File: src/rtl/imem_loader_if.sv
// Byte-stream receive port and instruction-memory write port
// bundled for the boot loader.
interface imem_loader_if;
    logic [7:0]  rx_data;
    logic        rx_valid;
    logic        rx_ready;
    logic        mem_we;
    logic [31:0] mem_addr;
    logic [31:0] mem_wdata;

    modport master (
        output rx_data,
        output rx_valid,
        input  rx_ready,
        input  mem_we,
        input  mem_addr,
        input  mem_wdata
    );

    modport slave (
        input  rx_data,
        input  rx_valid,
        output rx_ready,
        output mem_we,
        output mem_addr,
        output mem_wdata
    );
endinterface

File: src/rtl/imem_loader.sv
// Boot loader: framed byte stream to little-endian instruction
// words, holding the core in reset until a frame verifies.
module imem_loader #(
    parameter int DEPTH = 64
) (
    input  logic         clk,
    input  logic         rst_n,
    input  logic         start,
    imem_loader_if.slave bus,
    output logic         busy,
    output logic         done,
    output logic         err,
    output logic         cpu_rst_n
);
    localparam int IW = $clog2(DEPTH) + 1;

    typedef enum logic [2:0] {
        SYNC, COUNT, DATA, CHECK, DONE, ERR
    } state_e;

    state_e          state_q, state_d;
    logic [7:0]      cnt_q;
    logic [IW-1:0]   idx_q;
    logic [1:0]      lane_q;
    logic [7:0]      csum_q;
    logic [23:0]     asm_q;
    logic            we_q;
    logic [31:0]     addr_q;
    logic [31:0]     wdata_q;

    logic xfer;
    logic last_word;
    logic bad_count;

    assign xfer      = bus.rx_valid && bus.rx_ready;
    assign last_word = ({24'd0, cnt_q} == 32'(idx_q) + 32'd1);
    assign bad_count = (bus.rx_data == 8'd0) ||
                       ({24'd0, bus.rx_data} > 32'(DEPTH));

    always_ff @(posedge clk or negedge rst_n) begin
        if (!rst_n) state_q <= SYNC;
        else        state_q <= state_d;
    end

    always_comb begin
        state_d = state_q;
        unique case (state_q)
            SYNC: begin
                if (xfer && bus.rx_data == 8'hA5)
                    state_d = COUNT;
            end
            COUNT: begin
                if (xfer)
                    state_d = bad_count ? ERR : DATA;
            end
            DATA: begin
                if (xfer && lane_q == 2'd3 && last_word)
                    state_d = CHECK;
            end
            CHECK: begin
                if (xfer)
                    state_d = (bus.rx_data == csum_q) ? DONE : ERR;
            end
            DONE, ERR: begin
                if (start)
                    state_d = SYNC;
            end
            default: state_d = SYNC;
        endcase
    end

    always_comb begin
        bus.rx_ready = 1'b0;
        busy         = 1'b0;
        unique case (state_q)
            SYNC: bus.rx_ready = 1'b1;
            COUNT, DATA, CHECK: begin
                bus.rx_ready = 1'b1;
                busy         = 1'b1;
            end
            default: ;
        endcase
        done      = (state_q == DONE);
        err       = (state_q == ERR);
        cpu_rst_n = done;
    end

    // Lanes 0..2 park in asm_q; lane 3 completes the word directly.
    always_ff @(posedge clk or negedge rst_n) begin
        if (!rst_n) begin
            cnt_q   <= '0;
            idx_q   <= '0;
            lane_q  <= '0;
            csum_q  <= '0;
            asm_q   <= '0;
            we_q    <= 1'b0;
            addr_q  <= '0;
            wdata_q <= '0;
        end else begin
            we_q <= 1'b0;
            if (xfer) begin
                unique case (state_q)
                    COUNT: begin
                        cnt_q  <= bus.rx_data;
                        idx_q  <= '0;
                        lane_q <= '0;
                        csum_q <= '0;
                    end
                    DATA: begin
                        csum_q <= csum_q ^ bus.rx_data;
                        lane_q <= lane_q + 2'd1;
                        unique case (lane_q)
                            2'd0: asm_q[7:0]   <= bus.rx_data;
                            2'd1: asm_q[15:8]  <= bus.rx_data;
                            2'd2: asm_q[23:16] <= bus.rx_data;
                            default: begin
                                we_q    <= 1'b1;
                                wdata_q <= {bus.rx_data, asm_q};
                                addr_q  <= {{(30-IW){1'b0}}, idx_q, 2'b00};
                                idx_q   <= idx_q + 1'b1;
                            end
                        endcase
                    end
                    default: ;
                endcase
            end
        end
    end

    assign bus.mem_we    = we_q;
    assign bus.mem_addr  = addr_q;
    assign bus.mem_wdata = wdata_q;
endmodule

File: src/flat_wrapper.sv
// flat-port wrapper written by rule: the top's interface ports become plain ports
module imem_loader_flat 
#(
    parameter int DEPTH = 64
)
  (clk, rst_n, start, busy, done, err, cpu_rst_n, bus_rx_data, bus_rx_valid, bus_rx_ready, bus_mem_we, bus_mem_addr, bus_mem_wdata);
  imem_loader_if bus_i ();
  input  logic clk;
  input  logic rst_n;
  input  logic start;
  output logic busy;
  output logic done;
  output logic err;
  output logic cpu_rst_n;
  input wire logic [$bits(bus_i.rx_data)-1:0] bus_rx_data;
  input wire logic [$bits(bus_i.rx_valid)-1:0] bus_rx_valid;
  output wire logic [$bits(bus_i.rx_ready)-1:0] bus_rx_ready;
  output wire logic [$bits(bus_i.mem_we)-1:0] bus_mem_we;
  output wire logic [$bits(bus_i.mem_addr)-1:0] bus_mem_addr;
  output wire logic [$bits(bus_i.mem_wdata)-1:0] bus_mem_wdata;
  assign bus_i.rx_data = bus_rx_data;
  assign bus_i.rx_valid = bus_rx_valid;
  assign bus_rx_ready = bus_i.rx_ready;
  assign bus_mem_we = bus_i.mem_we;
  assign bus_mem_addr = bus_i.mem_addr;
  assign bus_mem_wdata = bus_i.mem_wdata;
  imem_loader #(.DEPTH(DEPTH)) u_core (.clk(clk), .rst_n(rst_n), .start(start), .bus(bus_i), .busy(busy), .done(done), .err(err), .cpu_rst_n(cpu_rst_n));
endmodule
File: config.mk
export PLATFORM = sky130hd
export DESIGN_NAME = imem_loader_flat
export DESIGN_NICKNAME = d
export VERILOG_FILES = /design/src/rtl/imem_loader_if.sv /design/src/rtl/imem_loader.sv /design/src/flat_wrapper.sv
export SDC_FILE = /design/constraint.sdc
export NUM_CORES = 1
export LEC_CHECK = 0
export BUFFER_PORTS_ARGS = -buffer_cell sky130_fd_sc_hd__buf_4
export CORE_MARGIN = 2
export CORE_UTILIZATION = 50
export DETAILED_ROUTE_END_ITERATION = 12
export PLACE_DENSITY = 0.76
export SLEW_MARGIN = 40
export SYNTH_ARGS = -nofsm -noshare
export SYNTH_HDL_FRONTEND = slang
export SYNTH_SLANG_ARGS = --single-unit
File: constraint.sdc
create_clock -name clk -period 3.9 [get_ports clk]
set_input_delay 0 -clock clk [delete_from_list [all_inputs] [get_ports clk]]
set_output_delay 0 -clock clk [all_outputs]
set_load 0.05 [all_outputs]
==> results of run 1 <==
==> cells in the mapped netlist (4+ instances only) <==
cell       count
a21oi_1        4
buf_2         14
buf_4         31
dfrtp_1       92
ha_1           5
inv_1          7
mux2_2        30
nand2_1      135
nand2b_1      13
nand3_1        6
nor2_1         9
o21ai_0       19
o2bb2ai_1      6
xnor2_1        5
xor2_1         4
==> worst max-delay path, stage by stage, from the launching register on <==
cell and delay [ns]:
dfrtp_1 0.51, nor3b_2 0.38, nand2_1 0.37, nand2_1 0.36
o21ai_0 0.15, a21o_1 0.19
==> power by group <==
part,leakage [nW],internal (mW),switching [mW]
combinational,1.31,0.329,0.442
clock,0.0848,0.239,0.303
sequential,1.25,1.16,0.156
total,2.65,1.72,0.901
==> final cells by class <==
type,count,area [um^2]
inverters,8,30.03
clock inverters,3,15.01
well taps,108,135.1
clock buffers,11,141.4
fillers,763,3632
flip-flops and latches,92,2302
repair buffers,69,545.5
multi-input cells,312,1834
==> state kept, by name, indices dropped and copies added (netlist names) <==
signal	cells
u_core.idx_q	7
u_core.cnt_q	8
u_core.state_q	3
u_core.asm_q	24
u_core.lane_q	2
u_core.bus.mem_we	1
u_core.bus.mem_addr	7
u_core.bus.mem_wdata	32
u_core.csum_q	8
==> kinds of logic after synthesis <==
logic type / Yosys count
buf+inv: 56
simple gates: 194
compound gates: 47
other cells: 1
flops: 92
fa+ha+maj: 5
xor+xnor: 9
mux: 32
==> stage by stage <==
stage          hold WS [ns]  worst slack (ns)
2_1_floorplan       -0.2956             1.666
3_3_place_gp        0.06350             2.108
3_5_place_dp        0.07306             1.929
4_1_cts              0.2314             1.878
5_1_grt              0.2928             1.662
6_report             0.2077             1.844
==> worst paths after layout <==
path / startpoint / endpoint / slack [ns] / depth (start not counted)
max: u_core.state_q[1]$_DFFE_PN0P_ / u_core.csum_q[4]$_DFFE_PN0P_ / 1.84 / 5
min: rst_n / u_core.bus.mem_wdata[29]$_DFFE_PN0P_ / 0.21 / 2
max in group asynchronous: rst_n / u_core.asm_q[10]$_DFFE_PN0P_ / 2.73 / 3
min reg2reg: u_core.asm_q[2]$_DFFE_PN0P_ / u_core.bus.mem_wdata[2]$_DFFE_PN0P_ / 0.47 / 2
max reg2reg: u_core.state_q[1]$_DFFE_PN0P_ / u_core.csum_q[4]$_DFFE_PN0P_ / 1.84 / 5
min in group clk: start / u_core.state_q[2]$_DFFE_PN0P_ / 0.39 / 3
==> layer usage <==
layer | vias to the layer above | global-route usage, % | routed length, um
li1 | 1502 | - | -
met1 | 1556 | 26.40 | 4044
met2 | 99 | 31.72 | 4383
met3 | 8 | 3.150 | 418
met4 | 0 | 6.517 | 103
met5 | - | 0 | 0
==> implementation parameters, run 1 <==
Parameter                              Value

Routing
  Count of routing violations after the opening detailed-route iteration ... 173
  DR vias ... 3165
  Total wire length ... 8950 um
  DRC errors left ... 0
  Number of routed nets with antenna violations ... 0
  Post-DR vias/cell ... 5.249
  WL per Instance ... 14.84 um
  Count of TritonRoute iterations in the first routing pass ... 4

Critical path
  Critical Path Start Type ... flip-flop
  Worst EP arrival ... 2.30 ns
  Largest fanout on the critical path ... 16
  Worst Setup End Kind ... flip-flop
  Required time of the critical path ... 4.14 ns
  Critical setup path kind ... reg -> reg

Synthesis
  Area fraction of the dominant cell type after synthesis ... 52.33%
  Combined area of all synthesized cells ... 4399 um^2
  Simple-gate area share of the yosys netlist ... 20.99%
  Fraction of the mapped netlist area in compound gates ... 7.167%
  Synth Area per Inst ... 10.09 um^2
  Top cells by area, synth ... dfrtp_1, nand2_1, mux2_2
  Dominant synthesized flop cell ... dfrtp_1
  Share of synthesized area occupied by flip-flops and latches ... 52.33%
  Syn Inst Count ... 436
  Portion of netlist area occupied by mux cells ... 8.191%
  Top cell type by total area after synthesis ... dfrtp_1
  Synth async-reset ratio ... 100.0%
  Parity-gate share of the synthesized area counting xor and xnor cells ... 1.792%
  Post-synthesis sequential element count ... 92
  Yosys cell types ... 55
  Total of warnings raised by yosys ... 0
  Dominant combinational cell family by area after synthesis ... simple AND/OR/NAND/NOR gates
  Share of synthesized cell area in full adder, half adder and majority cells ... 1.422%
  Count of flip-flops with a built-in enable after synthesis ... 0

Global routing
  All-Layer GR Usage ... 19.32%
  Antenna violations before repair ... 0
  Largest net degree at the start of global routing ... 53
  Total gr overflow ... 0
  First-pass GRT wire length ... 14880 um
  Via count of the first global-routing pass ... 3085

Clocking
  Longest Clk Path Bufs ... 2
  Number of cells upsized or downsized after cts ... 0
  Setup repair bufs after CTS ... 0
  CTS H-Tree Depth ... 3
  Worst-skew pair later-pin latency ... 0.35 ns
  Sink Count ... 92
  Total of hold buffers inserted after clock tree synthesis ... 11
  Clock tree from TritonCTS ... done
  Number of buffers created by CTS ... 9
  Clock input transition at the sequential cells of the worst setup and hold paths ... 0.08 ns
  Clock root buffer master ... clkbuf_8

Final layout
  Finished Core Util ... 57.94%
  Fraction of layout cells with a size suffix above 1 ... 23.23%
  Number of antenna cells inserted ... 0
  Most common cell after layout, fill and taps aside ... nand2_1
  Most frequent cells in the layout ... nand2_1, dfrtp_1, buf_4
  Area delta synth->final ... 13.74%
  # nets final ... 509
  Fin area ... 5004 um^2
  Final std cells w/o fill ... 603

Placement
  Dpl cell area ... 4737 um^2
  Port Buffer Count ... 56
  Total placed cells including tap cells ... 578
  Detailed placer's ending HPWL ... 5970 um
  Routability congestion estimate ... 0.8665

Timing
  Final-report hold violation count ... 0
  Post-layout minimum cycle time ... 2.056 ns
  Final count of negative-setup-slack endpoints ... 0
  Worst clock skew ... 0.005794 ns
  Setup repair after global routing missed its margin ... false
  Fin crit share ... 52.73%
  Sum of negative setup slack ... 0 ns
  Worst-Margin Slew ... 0.6984 ns
  Count of final max-slew check failures ... 0
  Achievable clock frequency ... 0.4863 GHz
  Max-slew headroom at the worst pin ... 53.37%

Outcome
  Result of the run ... finished clean

Die
  Die area ... 9565 um^2
  Chip width ... 97.80 um
  Core Rows ... 34
  Effective utilization at floorplan ... 50.94%
  Area inside the core boundary ... 8636 um^2
  Die extent in y ... 97.80 um
  Io pins ... 82

Power and ir drop
  Maximum ir drop on the vdd rail ... 0.2474 mV
  Leakage power ... 2.646 nW
  Tot Pwr ... 2.626 mW
  Power per cell area ... 524.8 nW/um^2

Run
  Max-cap check violation count ... 0

Min path
  Class of the tightest hold or removal check ... in -> async
Note: power is estimated with default switching activity, not from simulation.
==> run 2: changes to the inputs <==
--- a/config.mk
+++ b/config.mk
@@ -9,7 +9,7 @@
 export CORE_MARGIN = 2
 export CORE_UTILIZATION = 50
 export DETAILED_ROUTE_END_ITERATION = 12
-export PLACE_DENSITY = 0.76
+export PLACE_DENSITY = 0.79
 export SLEW_MARGIN = 40
 export SYNTH_ARGS = -nofsm -noshare
 export SYNTH_HDL_FRONTEND = slang
==> constraint.sdc (replaced) <==
create_clock -name clk -period 1.7 [get_ports clk]
set_input_delay 0 -clock clk [delete_from_list [all_inputs] [get_ports clk]]
set_output_delay 0 -clock clk [all_outputs]
set_load 0.05 [all_outputs]
==> run 2 against run 1 <==
Compared with the run above: critical path depth did not move; combinational power up 150%; final cell count is 3.0% higher; power up 140%; critical path type unchanged; highest routed layer unchanged.
==> implementation parameters, run 2 (synthesized netlist as in run 1, its figures left out) <==
Parameter                              Value

Clocking
  Worst-skew pair later-pin latency ... 0.35 ns (about the same)
  Clock tree from TritonCTS ... done
  CTS H-Tree Depth ... 3 (unchanged)
  Sink Count ... 92 (unchanged)
  Longest Clk Path Bufs ... 2 (unchanged)
  Clock input transition at the sequential cells of the worst setup and hold paths ... 0.09 ns (about the same)
  Number of buffers created by CTS ... 9 (unchanged)
  Clock root buffer master ... clkbuf_8

Min path
  Class of the tightest hold or removal check ... in -> async

Power and ir drop
  Maximum ir drop on the vdd rail ... 0.7333 mV (+200%)
  Leakage power ... 2.756 nW (+4.1%)
  Power per cell area ... 1194 nW/um^2 (+130%)
  Tot Pwr ... 6.282 mW (+140%)

Timing
  Final-report hold violation count ... 0 (unchanged)
  Minimum setup slack in the final design ... 0.06758 ns (-1.776 ns)
  Count of final max-slew check failures ... 0 (unchanged)
  Setup repair after global routing missed its margin ... true
  Achievable clock frequency ... 0.6126 GHz (+26%)
  Worst clock skew ... 0.005175 ns (-0.0006193 ns)
  Final count of negative-setup-slack endpoints ... 0 (unchanged)
  Fin crit share ... 96.02% (+43 points)
  Post-layout minimum cycle time ... 1.632 ns (-0.4240 ns)

Critical path
  Critical-path cell list ... nor2b_1 -> or4b_1 -> a21oi_1 -> nand3b_1 -> a21oi_2
  Bufs and invs on worst path ... 0 (unchanged)
  Required time of the critical path ... 1.98 ns (-2.16 ns)
  Worst EP arrival ... 1.91 ns (-0.39 ns)
  Critical Path Start Type ... flip-flop
  Critical setup path kind ... reg -> reg
  Critical path's largest stage delay ... 0.52 ns (about the same)
  Slack of the worst reg-to-reg path ... 0.07 ns (-1.78 ns)
  Largest fanout on the critical path ... 10 (-6)
  Worst Setup End Kind ... flip-flop
  Cell with the largest stage delay on the worst path ... or4b_1
  Cell family contributing the most delay on the critical path ... simple AND/OR/NAND/NOR gates

Run
  Max-cap check violation count ... 0 (unchanged)

Global routing
  Via count of the first global-routing pass ... 3223 (+4.5%)
  All-Layer GR Usage ... 20.29% (+0.97 points)
  Antenna violations before repair ... 0 (unchanged)
  Largest net degree at the start of global routing ... 42 (-21%)
  First-pass GRT wire length ... 15730 um (+5.8%)
  Total gr overflow ... 0 (unchanged)

Placement
  Port Buffer Count ... 56 (unchanged)
  Routability congestion estimate ... 0.9199 (+6.2%)
  Worst setup timing slack at the placement stage ... 0.01388 ns (-1.916 ns)
  Detailed placer's ending HPWL ... 6552 um (+9.8%)

Die
  Core Rows ... 34 (unchanged)
  Io pins ... 82 (unchanged)
  Effective utilization at floorplan ... 50.94% (unchanged)
  Chip width ... 97.80 um (unchanged)
  Die extent in y ... 97.80 um (unchanged)
  Die area ... 9565 um^2 (unchanged)
  Area inside the core boundary ... 8636 um^2 (unchanged)

Routing
  Count of TritonRoute iterations in the first routing pass ... 4 (unchanged)
  DRC errors left ... 0 (unchanged)
  Post-DR vias/cell ... 5.208 (-0.78%)
  WL per Instance ... 14.97 um (+0.88%)
  Number of routed nets with antenna violations ... 0 (unchanged)
  Total wire length ... 9298 um (+3.9%)
  DR vias ... 3234 (+2.2%)
  Count of routing violations after the opening detailed-route iteration ... 152 (-12%)

Outcome
  Result of the run ... finished clean

Final layout
  # nets final ... 526 (+3.3%)
  Flip-flop count of the largest register after layout ... 32 (unchanged)
  Fraction of layout cells with a size suffix above 1 ... 28.85% (+5.6 points)
  Most frequent cells in the layout ... nand2_1, dfrtp_1, buf_4
  Area delta synth->final ... 19.54%
  Number of antenna cells inserted ... 0 (unchanged)
  Most common cell after layout, fill and taps aside ... nand2_1
  Final-layout fill cell count ... 719 (-5.8%)
-- run 2: changes by cell type in the layout (fill, tap and decap cells not counted), sizes merged --
cell and change:
buf +17, clkinv +1, clkbuf -1, inv +1
-- run 2: per-stage QoR --
stage	std cells	util, %	area (um^2)	hold WS, ns	TNS, ns
finish	621	60.90	5259	0.1065	0
global route	621	60.90	5259	0.1293	-0.02196
global placement	594	56.52	4881	-0.05134	0
floorplan	460	-	4501	-0.2956	-0.4048
detailed placement	594	56.52	4881	-0.04428	0
CTS	620	59.82	5166	0.1063	0
-- run 2: path summary, 6_finish.rpt --
path | cells past startpoint | endpoint | from
max | 5 | u_core.state_q[0]$_DFFE_PN0P_ | u_core.state_q[2]$_DFFE_PN0P_
min | 2 | u_core.bus.mem_wdata[29]$_DFFE_PN0P_ | rst_n
max reg2reg | 5 | u_core.state_q[0]$_DFFE_PN0P_ | u_core.state_q[2]$_DFFE_PN0P_
min reg2reg | 2 | u_core.bus.mem_wdata[15]$_DFFE_PN0P_ | u_core.asm_q[15]$_DFFE_PN0P_
max in group asynchronous | 3 | u_core.state_q[0]$_DFFE_PN0P_ | rst_n
min in group clk | 3 | u_core.state_q[2]$_DFFE_PN0P_ | start
-- run 2: repair_timing --
| item | CTS | global route |
|---|---|---|
| setup endpoints to repair | 1 | 31 |
| pin swaps | 0 | 4 |
| hold endpoints to repair | 97 | 0 |
| gates resized for setup | 1 | 18 |
| setup buffers | 0 | 1 |
| hold buffers | 11 | 0 |
-- run 2: cell type report --
| type | instances | area (um^2) | area share, % |
|---|---|---|---|
| Tap cell | 108 | 135.1 | 2.570 |
| Multi-Input combinational cell | 312 | 1914 | 36.40 |
| Timing Repair Buffer | 86 | 700.7 | 13.32 |
| Inverter | 8 | 30.03 | 0.5710 |
| Sequential cell | 92 | 2305 | 43.83 |
| Clock inverter | 5 | 36.28 | 0.6900 |
| Clock buffer | 10 | 137.6 | 2.617 |
-- run 2: layer usage --
metal	part of all wire, %	track usage (%)
met1	44	26.99
met2	50	34.54
met3	4.8	4.080
met5	0	0
met4	1.2	4.915
-- run 2: where the power goes --
part | switching [mW] | total [mW] | internal (mW)
Combinational | 1.07 | 1.92 | 0.852
Clock | 0.766 | 1.34 | 0.570
Sequential | 0.367 | 3.02 | 2.66
Total | 2.20 | 6.28 | 4.08
==> run 3: changes to the inputs <==
--- a/config.mk
+++ b/config.mk
@@ -5,12 +5,13 @@
 export SDC_FILE = /design/constraint.sdc
 export NUM_CORES = 1
 export LEC_CHECK = 0
+export ABC_AREA = 1
 export BUFFER_PORTS_ARGS = -buffer_cell sky130_fd_sc_hd__buf_4
 export CORE_MARGIN = 2
 export CORE_UTILIZATION = 50
 export DETAILED_ROUTE_END_ITERATION = 12
 export PLACE_DENSITY = 0.79
-export SLEW_MARGIN = 40
+export SLEW_MARGIN = 25
 export SYNTH_ARGS = -nofsm -noshare
 export SYNTH_HDL_FRONTEND = slang
 export SYNTH_SLANG_ARGS = --single-unit
==> run 3 against run 2 <==
Compared with the run above: final cell count rose by 11%; register-to-register slack worse by 0.03 ns; first-iteration DRC count is 16% higher.
==> implementation parameters, run 3 <==
Parameter                              Value

Outcome
  Result of the run ... finished clean

Clocking
  Clock tree from TritonCTS ... done
  Clock input transition at the sequential cells of the worst setup and hold paths ... 0.09 ns (about the same)
  Sink Count ... 92 (unchanged)
  Clock root buffer master ... clkbuf_8
  CTS H-Tree Depth ... 3 (unchanged)
  Longest Clk Path Bufs ... 2 (unchanged)
  Worst-skew pair later-pin latency ... 0.36 ns (about the same)
  Number of buffers created by CTS ... 9 (unchanged)

Die
  Core Rows ... 34 (unchanged)
  Area inside the core boundary ... 8551 um^2 (-0.99%)
  Chip width ... 97.21 um (-0.60%)
  Die area ... 9450 um^2 (-1.2%)
  Io pins ... 82 (unchanged)
  Effective utilization at floorplan ... 50.80% (-0.14 points)
  Die extent in y ... 97.21 um (-0.60%)

Timing
  Post-layout minimum cycle time ... 1.664 ns (+0.03174 ns)
  Achievable clock frequency ... 0.6009 GHz (-1.9%)
  Worst hold-check slack ... 0.07078 ns (-0.03575 ns)
  Final-report hold violation count ... 0 (unchanged)
  Worst clock skew ... 0.006476 ns (+0.001301 ns)
  Count of final max-slew check failures ... 0 (unchanged)
  Fin crit share ... 97.89% (+1.9 points)
  Minimum setup slack in the final design ... 0.03584 ns (-0.03174 ns)
  Setup repair after global routing missed its margin ... true
  Final count of negative-setup-slack endpoints ... 0 (unchanged)

Final layout
  Area delta synth->final ... 21.43%
  Number of antenna cells inserted ... 0 (unchanged)
  Fraction of layout cells with a size suffix above 1 ... 25.13% (-3.7 points)
  Most common cell after layout, fill and taps aside ... nand2_1
  # nets final ... 594 (+13%)
  Finished Core Util ... 61.69% (+0.80 points)
  Final std cells w/o fill ... 689 (+11%)
  Most frequent cells in the layout ... nand2_1, dfrtp_1, buf_4
  Flip-flop count of the largest register after layout ... 32 (unchanged)

Critical path
  Critical-path cell list ... ha_4 -> inv_1 -> nand2_2 -> nand2_2 -> nand2_1 -> nand2_1 -> inv_1 -> nand2_1 -> nor2_2 -> nand3_2 -> o21bai_4 -> nand2_2 -> nand2_2 -> nand2_1
  Launch point of the worst reg-to-reg path ... u_core.idx_q[0]$_DFFE_PN0P_
  Worst Setup End Kind ... flip-flop
  Worst setup path startpoint ... u_core.idx_q[0]$_DFFE_PN0P_
  Critical path capture point ... u_core.state_q[1]$_DFFE_PN0P_
  Critical Path Start Type ... flip-flop
  Largest fanout on the critical path ... 4 (-6)
  Critical setup path kind ... reg -> reg
  Cells on worst reg2reg path ... 14 (+9)
  Worst EP arrival ... 1.93 ns (+0.02 ns)
  Cell with the largest stage delay on the worst path ... dfrtp_1
  Required time of the critical path ... 1.96 ns (-0.02 ns)
  Endpoint of the worst-slack reg-to-reg timing path ... u_core.state_q[1]$_DFFE_PN0P_
  Slack of the worst reg-to-reg path ... 0.04 ns (-0.03 ns)
  Critical path's largest stage delay ... 0.43 ns (-0.09 ns)

Synthesis
  Share of synthesized area occupied by flip-flops and latches ... 53.00% (+0.66 points)
  Yosys cell types ... 35 (-36%)
  Cell with the most instances after synthesis ... nand2_1
  Area fraction of the dominant cell type after synthesis ... 53.00% (+0.66 points)
  Total of warnings raised by yosys ... 0 (unchanged)
  Synth Area per Inst ... 8.776 um^2 (-13%)
  Combined area of all synthesized cells ... 4344 um^2 (-1.3%)
  Dominant synthesized flop cell ... dfrtp_1
  Count of flip-flops with a built-in enable after synthesis ... 0 (unchanged)
  Top cells by area, synth ... dfrtp_1, nand2_1, buf_4
  Syn Inst Count ... 495 (+14%)
  Top cell type by total area after synthesis ... dfrtp_1
  Synth async-reset ratio ... 100.0% (unchanged)
  Ranking of synthesized cells by instance count ... nand2_1, dfrtp_1, o21ai_1
  Post-synthesis sequential element count ... 92 (unchanged)

Placement
  Port Buffer Count ... 56 (unchanged)
  Worst setup timing slack at the placement stage ... 0.02138 ns (+0.007496 ns)
  Routability congestion estimate ... 0.9040 (-1.7%)
  Detailed placer's ending HPWL ... 6493 um (-0.90%)
  Total placed cells including tap cells ... 656 (+10%)

Global routing
  First-pass GRT wire length ... 15250 um (-3.1%)
  Antenna violations before repair ... 0 (unchanged)
  Largest net degree at the start of global routing ... 57 (+36%)
  Global route hottest layer ... met2
  Total gr overflow ... 0 (unchanged)
  Met2 global-route usage ... 32.80% (-1.7 points)
  GR Layer Usage met3 ... 2.662% (-1.4 points)
  Met1 Resource Use GR ... 27.15% (+0.16 points)
  All-Layer GR Usage ... 20.29% (about the same)
  Via count of the first global-routing pass ... 3196 (-0.84%)

Routing
  Count of TritonRoute iterations in the first routing pass ... 5 (+1)
  WL per Instance ... 13.63 um (-8.9%)
  Number of routed nets with antenna violations ... 0 (unchanged)
  DRC errors left ... 0 (unchanged)
  Count of routing violations after the opening detailed-route iteration ... 176 (+16%)
  DR vias ... 3442 (+6.4%)
  Total wire length ... 9394 um (+1.0%)
  Post-DR vias/cell ... 4.996 (-4.1%)

Min path
  Class of the tightest hold or removal check ... in -> reg

Power and ir drop
  Power per cell area ... 1222 nW/um^2 (+2.3%)
  Tot Pwr ... 6.447 mW (+2.6%)
  Maximum ir drop on the vdd rail ... 0.5380 mV (-27%)
  Leakage power ... 2.793 nW (+1.4%)

Run
  Max-cap check violation count ... 0 (unchanged)
[run 3: how the worst min path moves through the flow]
stage / end / depth (start not counted) / from / slack [ns]
detailed placement: u_core.state_q[2]$_DFFE_PN0P_ / 1 / rst_n / -0.005
CTS: u_core.csum_q[1]$_DFFE_PN0P_ / 4 / bus_rx_valid / 0.05
floorplan: u_core.asm_q[0]$_DFFE_PN0P_ / 0 / rst_n / -0.30
global route: u_core.csum_q[1]$_DFFE_PN0P_ / 4 / bus_rx_valid / 0.08
finish: u_core.csum_q[1]$_DFFE_PN0P_ / 4 / bus_rx_valid / 0.07
global placement: u_core.state_q[2]$_DFFE_PN0P_ / 1 / rst_n / -0.01
[run 3: layout make-up]
type	instances	area [um^2]
Multi-Input combinational cell	353	1799
Fill cell	707	3276
Tap cell	108	135.1
Sequential cell	92	2305
Timing Repair Buffer	86	699.4
Clock buffer	9	123.9
Clock inverter	6	73.82
Inverter	35	138.9
[run 3: through the flow]
step	setup TNS, ns	cell area, um^2
detailed placement	0	4848
CTS	0	5171
floorplan	0	4434
global route	-0.1836	5275
finish	0	5275
global placement	0	4848
[run 3: kinds of logic (layout without fill, tap and decap cells)]
family	after synthesis	count (layout)	synth area share, %
adders and majority gates	5	5	1.440
DFF	92	92	53.00
and+or+nand+nor	249	249	25.81
other	1	25	0.08632
buffers and inverters	74	136	9.044
xor gates and xnor gates	9	9	1.814
AOI/OAI and AO/OA	65	65	8.814
[run 3: power breakdown]
| part | total, mW | switching, mW | internal (mW) |
|---|---|---|---|
| Sequential | 3.00 | 0.343 | 2.66 |
| Combinational | 1.94 | 1.25 | 0.690 |
| Clock | 1.50 | 0.813 | 0.689 |
| Total | 6.45 | 2.41 | 4.04 |
[run 3: repair_timing]
item	4_1_cts	5_1_grt
pin swaps	6	8
buffers inserted	1	7
hold buffers	10	0
hold endpoints to repair	50	0
endpoints found under the setup margin	1	8
resized for setup	4	15
gates cloned	0	0
[run 3: critical path, delay by kind of cell, from the launching register on]
family	cells	cell delay [ns]
DFF	1	0.43
adders and majority gates	1	0.18
AOI/OAI and AO/OA	1	0.15
and+or+nand+nor	10	0.72
buffers and inverters	2	0.10
[run 3: layer usage]
layer	wire length, um	up-vias	part of all wire [%]
met4	261	0	2.8
li1	-	1684	-
met5	0	-	0
met1	4222	1621	45
met3	446	20	4.7
met2	4464	117	48
